[src/rtl/universal_shift_register_usr_param.sv]
// Parametrised universal shift register: shifts, rotates, arithmetic shift, parallel load,
// and a multi-cycle burst shift with a busy/done handshake.
module universal_shift_register_usr_param #(
    parameter int               WIDTH       = 32,
    parameter logic [WIDTH-1:0] RESET_VALUE = {WIDTH{1'b0}},
    localparam int              COUNT_W     = $clog2(WIDTH + 1)
) (
    input  logic               Clk_In,
    input  logic               Reset_In,
    input  logic               Enable_In,
    input  logic [2:0]         USR_Operation_Select_In,
    input  logic               Serial_Left_Side_Data_In,
    input  logic               Serial_Right_Side_Data_In,
    input  logic [WIDTH-1:0]   Parallel_Data_In,
    input  logic [COUNT_W-1:0] Shift_Count_In,
    input  logic               Burst_Direction_In,
    output logic               Serial_Left_Side_Data_Out,
    output logic               Serial_Right_Side_Data_Out,
    output logic [WIDTH-1:0]   Parallel_Data_Out,
    output logic               Busy_Out,
    output logic               Done_Out
);

    typedef enum logic [2:0] {
        OP_NOP   = 3'd0,
        OP_SHL   = 3'd1,
        OP_SHR   = 3'd2,
        OP_LOAD  = 3'd3,
        OP_ROL   = 3'd4,
        OP_ROR   = 3'd5,
        OP_ASR   = 3'd6,
        OP_BURST = 3'd7
    } op_e;

    typedef enum logic {
        ST_IDLE = 1'b0,
        ST_BUSY = 1'b1
    } state_e;

    localparam logic [COUNT_W-1:0] MAX_COUNT = COUNT_W'(WIDTH);
    localparam logic [COUNT_W-1:0] ONE_COUNT = COUNT_W'(1);

    state_e             r_state;
    logic [WIDTH-1:0]   r_data;
    logic [COUNT_W-1:0] r_remaining;
    logic               r_dir;
    logic               r_done;

    state_e             w_state_next;
    logic [WIDTH-1:0]   w_data_next;
    logic [COUNT_W-1:0] w_remaining_next;
    logic               w_dir_next;
    logic               w_done_next;
    logic [COUNT_W-1:0] w_count_sat;
    logic [WIDTH-1:0]   w_shl;
    logic [WIDTH-1:0]   w_shr;

    assign w_shl       = {r_data[WIDTH-2:0], Serial_Right_Side_Data_In};
    assign w_shr       = {Serial_Left_Side_Data_In, r_data[WIDTH-1:1]};
    assign w_count_sat = (Shift_Count_In > MAX_COUNT) ? MAX_COUNT : Shift_Count_In;

    // NOTE: every always_comb output gets a default first so no path can leave it unassigned and infer a latch.
    always_comb begin
        w_state_next     = r_state;
        w_data_next      = r_data;
        w_remaining_next = r_remaining;
        w_dir_next       = r_dir;
        w_done_next      = 1'b0;

        if (Enable_In) begin
            unique case (r_state)
                ST_IDLE: begin
                    unique case (op_e'(USR_Operation_Select_In))
                        OP_NOP:  w_data_next = r_data;
                        OP_SHL:  w_data_next = w_shl;
                        OP_SHR:  w_data_next = w_shr;
                        OP_LOAD: w_data_next = Parallel_Data_In;
                        OP_ROL:  w_data_next = {r_data[WIDTH-2:0], r_data[WIDTH-1]};
                        OP_ROR:  w_data_next = {r_data[0], r_data[WIDTH-1:1]};
                        OP_ASR:  w_data_next = {r_data[WIDTH-1], r_data[WIDTH-1:1]};
                        OP_BURST: begin
                            // Zero-length burst completes immediately without ever raising busy.
                            if (w_count_sat == '0) begin
                                w_done_next = 1'b1;
                            end else begin
                                w_state_next     = ST_BUSY;
                                w_remaining_next = w_count_sat;
                                w_dir_next       = Burst_Direction_In;
                            end
                        end
                    endcase
                end
                ST_BUSY: begin
                    w_data_next      = r_dir ? w_shr : w_shl;
                    w_remaining_next = r_remaining - ONE_COUNT;
                    if (r_remaining == ONE_COUNT) begin
                        w_state_next = ST_IDLE;
                        w_done_next  = 1'b1;
                    end
                end
            endcase
        end
    end

    // NOTE: sequential state uses non-blocking assignments so all flops update from pre-edge values.
    always_ff @(posedge Clk_In or posedge Reset_In) begin
        if (Reset_In) begin
            r_state     <= ST_IDLE;
            r_data      <= RESET_VALUE;
            r_remaining <= '0;
            r_dir       <= 1'b0;
            r_done      <= 1'b0;
        end else begin
            r_state     <= w_state_next;
            r_data      <= w_data_next;
            r_remaining <= w_remaining_next;
            r_dir       <= w_dir_next;
            r_done      <= w_done_next;
        end
    end

    assign Parallel_Data_Out          = r_data;
    assign Serial_Left_Side_Data_Out  = r_data[WIDTH-1];
    assign Serial_Right_Side_Data_Out = r_data[0];
    assign Busy_Out                   = (r_state == ST_BUSY);
    assign Done_Out                   = r_done;

endmodule

[config.mk]
export PLATFORM = sky130hd
export DESIGN_NAME = universal_shift_register_usr_param
export DESIGN_NICKNAME = d
export VERILOG_FILES = /design/src/rtl/universal_shift_register_usr_param.sv
export SDC_FILE = /design/constraint.sdc
export NUM_CORES = 1
export LEC_CHECK = 0
export BUFFER_PORTS_ARGS = -buffer_cell sky130_fd_sc_hd__buf_4
export CAP_MARGIN = 20
export CELL_PAD_IN_SITES_DETAIL_PLACEMENT = 1
export CELL_PAD_IN_SITES_GLOBAL_PLACEMENT = 1
export CORE_ASPECT_RATIO = 1.1
export CORE_MARGIN = 3
export CORE_UTILIZATION = 41
export CTS_CLUSTER_DIAMETER = 200
export DETAILED_ROUTE_END_ITERATION = 10
export PLACE_DENSITY_LB_ADDON = 0.05
export SYNTH_ARGS = -nofsm -noshare
export SYNTH_HDL_FRONTEND = slang
export SYNTH_SLANG_ARGS = --single-unit
[constraint.sdc]
create_clock -name Clk_In -period 1.8 [get_ports Clk_In]
set_input_delay 0.27 -clock Clk_In [delete_from_list [all_inputs] [get_ports Clk_In]]
set_output_delay 0.27 -clock Clk_In [all_outputs]
set_load 0.02 [all_outputs]
==> Yosys cells after proc, flatten, opt, wreduce, memory -nomap -nowiden <==
Index checks and enable logic that the tools add are counted.
{ "classes": {"n_addsub": 1, "magnitude_cmp": 1, "n_eq_ne": 13, "mux": 16, "n_bitwise": 2, "n_reduce_logical": 5} }
{ "op_table": {"columns": ["cell", "n"], "rows": [
  ["$pmux 32 s6", 1],
  ["$pmux 32 s2", 1],
  ["$mux 32", 1],
  ["$mux 6", 3],
  ["$eq 3x3->1 const B", 4],
  ["$pmux 6 s2", 1],
  ["$mux 1", 7],
  ["$ne 7x1->1 const B", 1],
  ["$eq 3x2->1 const B", 2],
  ["$eq 6x1->1 const B", 1],
  ["$gt 6x6->1 const B", 1],
  ["$logic_not 6->1", 1],
  ["$ne 6x1->1 const B", 1],
  ["$reduce_and 3->1", 2],
  ["$sub 6x1->6 const B", 1],
  ["$ne 2x2->1 const B", 2],
  ["$pmux 1 s2", 2],
  ["$reduce_and 4->1", 1],
  ["$eq 3x1->1 const B", 1],
  ["$ne 2x1->1 const B", 1],
  ["$not 1->1", 2],
  ["$reduce_and 2->1", 1]
]} }
{ "word_totals": {"reg_bits": 41, "word_cells": 44} }

==> Longest topological paths before layout <==
{ "depth": {"depth_word": 7, "depth_mapped": 7} }

==> Worst setup path after synthesis <==
OpenSTA, ideal clock, no wires.
{ "synth_timing": {"path_type": "reg2reg", "startpoint": "reg r_state, in the netlist Busy_Out", "endpoint": "reg r_dir", "arrival_ns": 1.564, "required_ns": 1.675, "path_slack_ns": 0.111, "stages_incl_launch_ff": 6, "n_path_buf": 1, "path_cell_list": "dfrtp_1 > buf_2 > nand4b_1 > a21oi_1 > and2_1 > mux2_2"} }
{ "synth_via": {"elab_chain_cells": 2} }
{ "synth_lines": {"columns": ["element", "line", "text"], "rows": [
  ["start: declaration", "43", "state_e r_state;"],
  ["start signal: assignment", "114", "r_state <= w_state_next;"],
  ["$not 1->1 (no line)", null, null],
  ["$reduce_and 4->1 (no line)", null, null],
  ["end signal: assignment", "117", "r_dir <= w_dir_next;"],
  ["end: declaration", "46", "logic r_dir;"]
]} }
No other way between the ends.
A chain may end at the register's enable or synchronous reset.

==> Final worst setup path <==
Same ends and word-level chain as after synthesis.

==> results.json <==
{
  "grt.total_usage_pct": 22.55,
  "clock_path_buffers": 2,
  "root_buffer": "clkbuf_8",
  "num_vias": 3456,
  "grt_pass1_wl_um": 17950,
  "synth_edf_count": 0,
  "setup_viol": 0,
  "cp_cell_sequence": "nand4b_1 > a21oi_2 > and2_1 > mux2_2",
  "n_antenna_cell": 0,
  "die_h_um": 103.7,
  "dieArea_mm2": 0.009841,
  "cts_max_level": 2,
  "wl_per_cell_um": 19.14,
  "ys_warn_count": 0,
  "worst-path-stages": 4,
  "io_buffers": 82,
  "die_x_um": 94.86,
  "critPathTopFamily": "simple AND/OR/NAND/NOR gates",
  "boundaryPins": 83,
  "firstDrtPassIters": 4,
  "routed_wl_um": 10930,
  "drv_slew": 0,
  "synth_area_mm2": 0.003561,
  "dr_wl_met2_um": 5376,
  "crit_path_start_kind": "flip-flop",
  "rsz0062_at_grt": "no",
  "tns_ns": 0,
  "p_leak_nw": 1.902,
  "power_mw": 6.907,
  "drive_above_1_share_pct": 31.96,
  "dp_hpwl_um": 7594,
  "arrival_ns": 1.91,
  "p_per_area_mw_per_mm2": 1586,
  "synthCells": 390,
  "path_max_fanout": 6,
  "drt_iter0_markers": 124,
  "ctsHoldBuffers": 0,
  "synthDistinctLibCells": 57,
  "placed_cells": 564,
  "whs_ns": 0.03181,
  "final_nets": 509,
  "start_util_pct": 42.35,
  "synth-seq-cells": 41,
  "route.detailed.drc": 0,
  "crit_slowest_cell": "dfrtp_2",
  "grt_pass1_vias": 3515,
  "route.layer.met1.wl_um": 4932,
  "fin_util_pct": 51.80,
  "syn_area_per_cell_um2": 9.131,
  "cts_buffers": 5,
  "ff2ff_path_depth": 4,
  "cap_violations": 0,
  "clock_latency_ns": 0.30,
  "status": "completed",
  "hold_viol": 0,
  "yosysSeqAreaShare_pct": 28.81,
  "critPathKind": "flip-flop to flip-flop",
  "clock.fmax_ghz": 0.5766,
  "min_path_type": "input pin to async pin",
  "overflow": 0,
  "core-area_mm2": 0.008408,
  "ys_async_sr_fraction_pct": 100.0,
  "ys.flop_type": "dfrtp_1",
  "instances_no_fill": 571,
  "clock-sinks": 41,
  "required_ns": 1.98,
  "grt_max_degree": 42,
  "cts_tree": "done",
  "fin_area_mm2": 0.004355,
  "worst_slew_pin_slew_ns": 0.7786,
  "slew_headroom_pct": 47.98,
  "vdd_drop_max_mv": 0.7160,
  "dpl_cell_area_mm2": 0.004267,
  "met3_wirelength_um": 455,
  "timing.final.crit_share_pct": 96.34,
  "antenna_found_initial": 0,
  "routed.top_layer": "met4",
  "setup_slack_ns": 0.06584,
  "place.gp.congestion": 0.8044,
  "synth_nets": 439,
  "cts.clk_slew.worst_paths_ns": 0.09,
  "critical-path-max-stage-delay_ns": 0.45,
  "fp-row-count": 35,
  "area_growth_pct": 22.31,
  "finalCriticalPeriod_ns": 1.734,
  "via_per_inst": 6.053,
  "skew_ns": 0.01554,
  "crit_path_end_kind": "flip-flop",
  "antenna_left": 0,
  "dp_slack_ns": 0.02421,
  "path_buf_inv": 0
}
## kinds of logic after synthesis
kind of cell | after synthesis | synth area share, %
mux | 68 | 19.92
compound gates | 167 | 33.52
buf+inv | 51 | 8.046
fa+ha+maj | 2 | 0.7026
flops | 41 | 28.81
simple gates | 61 | 8.996
## layer usage
| metal | track usage [%] | up-vias |
|---|---|---|
| met5 | 0 | - |
| met4 | 7.526 | 0 |
| met3 | 3.704 | 10 |
| met2 | 36.37 | 75 |
| met1 | 30.33 | 1713 |
| li1 | - | 1658 |
## worst paths after layout
path | end | start | slack [ns]
worst min-delay path | Parallel_Data_Out[15]$_DFFE_PP0P_ | Reset_In | 0.03
max in group asynchronous | Parallel_Data_Out[5]$_DFFE_PP0P_ | Reset_In | 1.54
worst min register to register | r_remaining[1]$_DFFE_PP0P_ | r_remaining[1]$_DFFE_PP0P_ | 0.54
worst max register to register | r_dir$_DFFE_PP0P_ | Busy_Out$_DFFE_PP0P_ | 0.07
worst max-delay path | r_dir$_DFFE_PP0P_ | Busy_Out$_DFFE_PP0P_ | 0.07
min in group Clk_In | r_dir$_DFFE_PP0P_ | Burst_Direction_In | 0.23
## sequential cells by signal, summed over array words and instances (netlist names)
| signal | count |
|---|---|
| Done_Out | 1 |
| r_remaining | 6 |
| Parallel_Data_Out | 32 |
| Busy_Out | 1 |
| r_dir | 1 |
## worst min-delay path: stages
cell,delay (ns)
buf_4,0.10
inv_1,0.09
buf_12,0.25
## cell usage after synthesis (2+ instances only)
cell type  number  area [um2]
mux2i_1        45       450.4
dfrtp_1        41        1026
a21oi_1        32       160.2
nand2_1        29       108.9
mux2_2         23       259.0
o22ai_1        21       131.4
o21ai_1        19       95.09
a211oi_1       16       120.1
a221o_1        15       150.1
a211o_1        12       105.1
buf_4          12       90.09
clkbuf_1       12       45.04
o2bb2ai_1      12       105.1
a22o_1         11       96.34
buf_2          10       50.05
inv_1           9       33.78
o21ai_0         8       40.04
nor2_1          6       22.52
a21oi_2         5       43.79
buf_6           5       56.30
nand3_1         4       20.02
nor3_1          4       20.02
clkinv_1        2       7.510
ha_1            2       25.02
o221ai_1        2       17.52
or2_2           2       12.51
## area by class of cell
cell class,count,area (um2)
Clock buffer,6,72.57
Clock inverter,1,5.005
Fill cell,1013,4053
Inverter,11,41.29
Multi-Input combinational cell,298,2260
Sequential cell,41,1027
Tap cell,111,138.9
Timing Repair Buffer,103,810.8
## power by group
part / internal [mW] / total (mW) / switching (mW)
Combinational: 2.03 / 4.09 / 2.05
Sequential: 1.36 / 2.23 / 0.871
Clock: 0.264 / 0.591 / 0.327
Total: 3.66 / 6.91 / 3.25
## what timing repair did
action	in CTS	in global routing
buffers inserted	0	0
resized for setup	0	2
setup endpoints to repair	0	10
## cells in the final DEF (no fill, tap or decap), types with 2 or more instances in the layout
master	instances
nor2_1	6
mux2i_1	45
nand2_1	29
clkbuf_8	5
ha_1	2
o221ai_1	2
buf_4	100
a211o_1	12
a221o_1	15
a21oi_2	6
nor3_1	4
o22ai_1	21
a211oi_1	16
nand3_1	4
dfrtp_1	40
o2bb2ai_1	12
a22o_1	11
inv_1	9
mux2_2	23
clkinv_1	2
a21oi_1	31
or2_2	2
buf_12	3
o21ai_0	8
o21ai_1	19
Power figures use the tool's default switching activity.
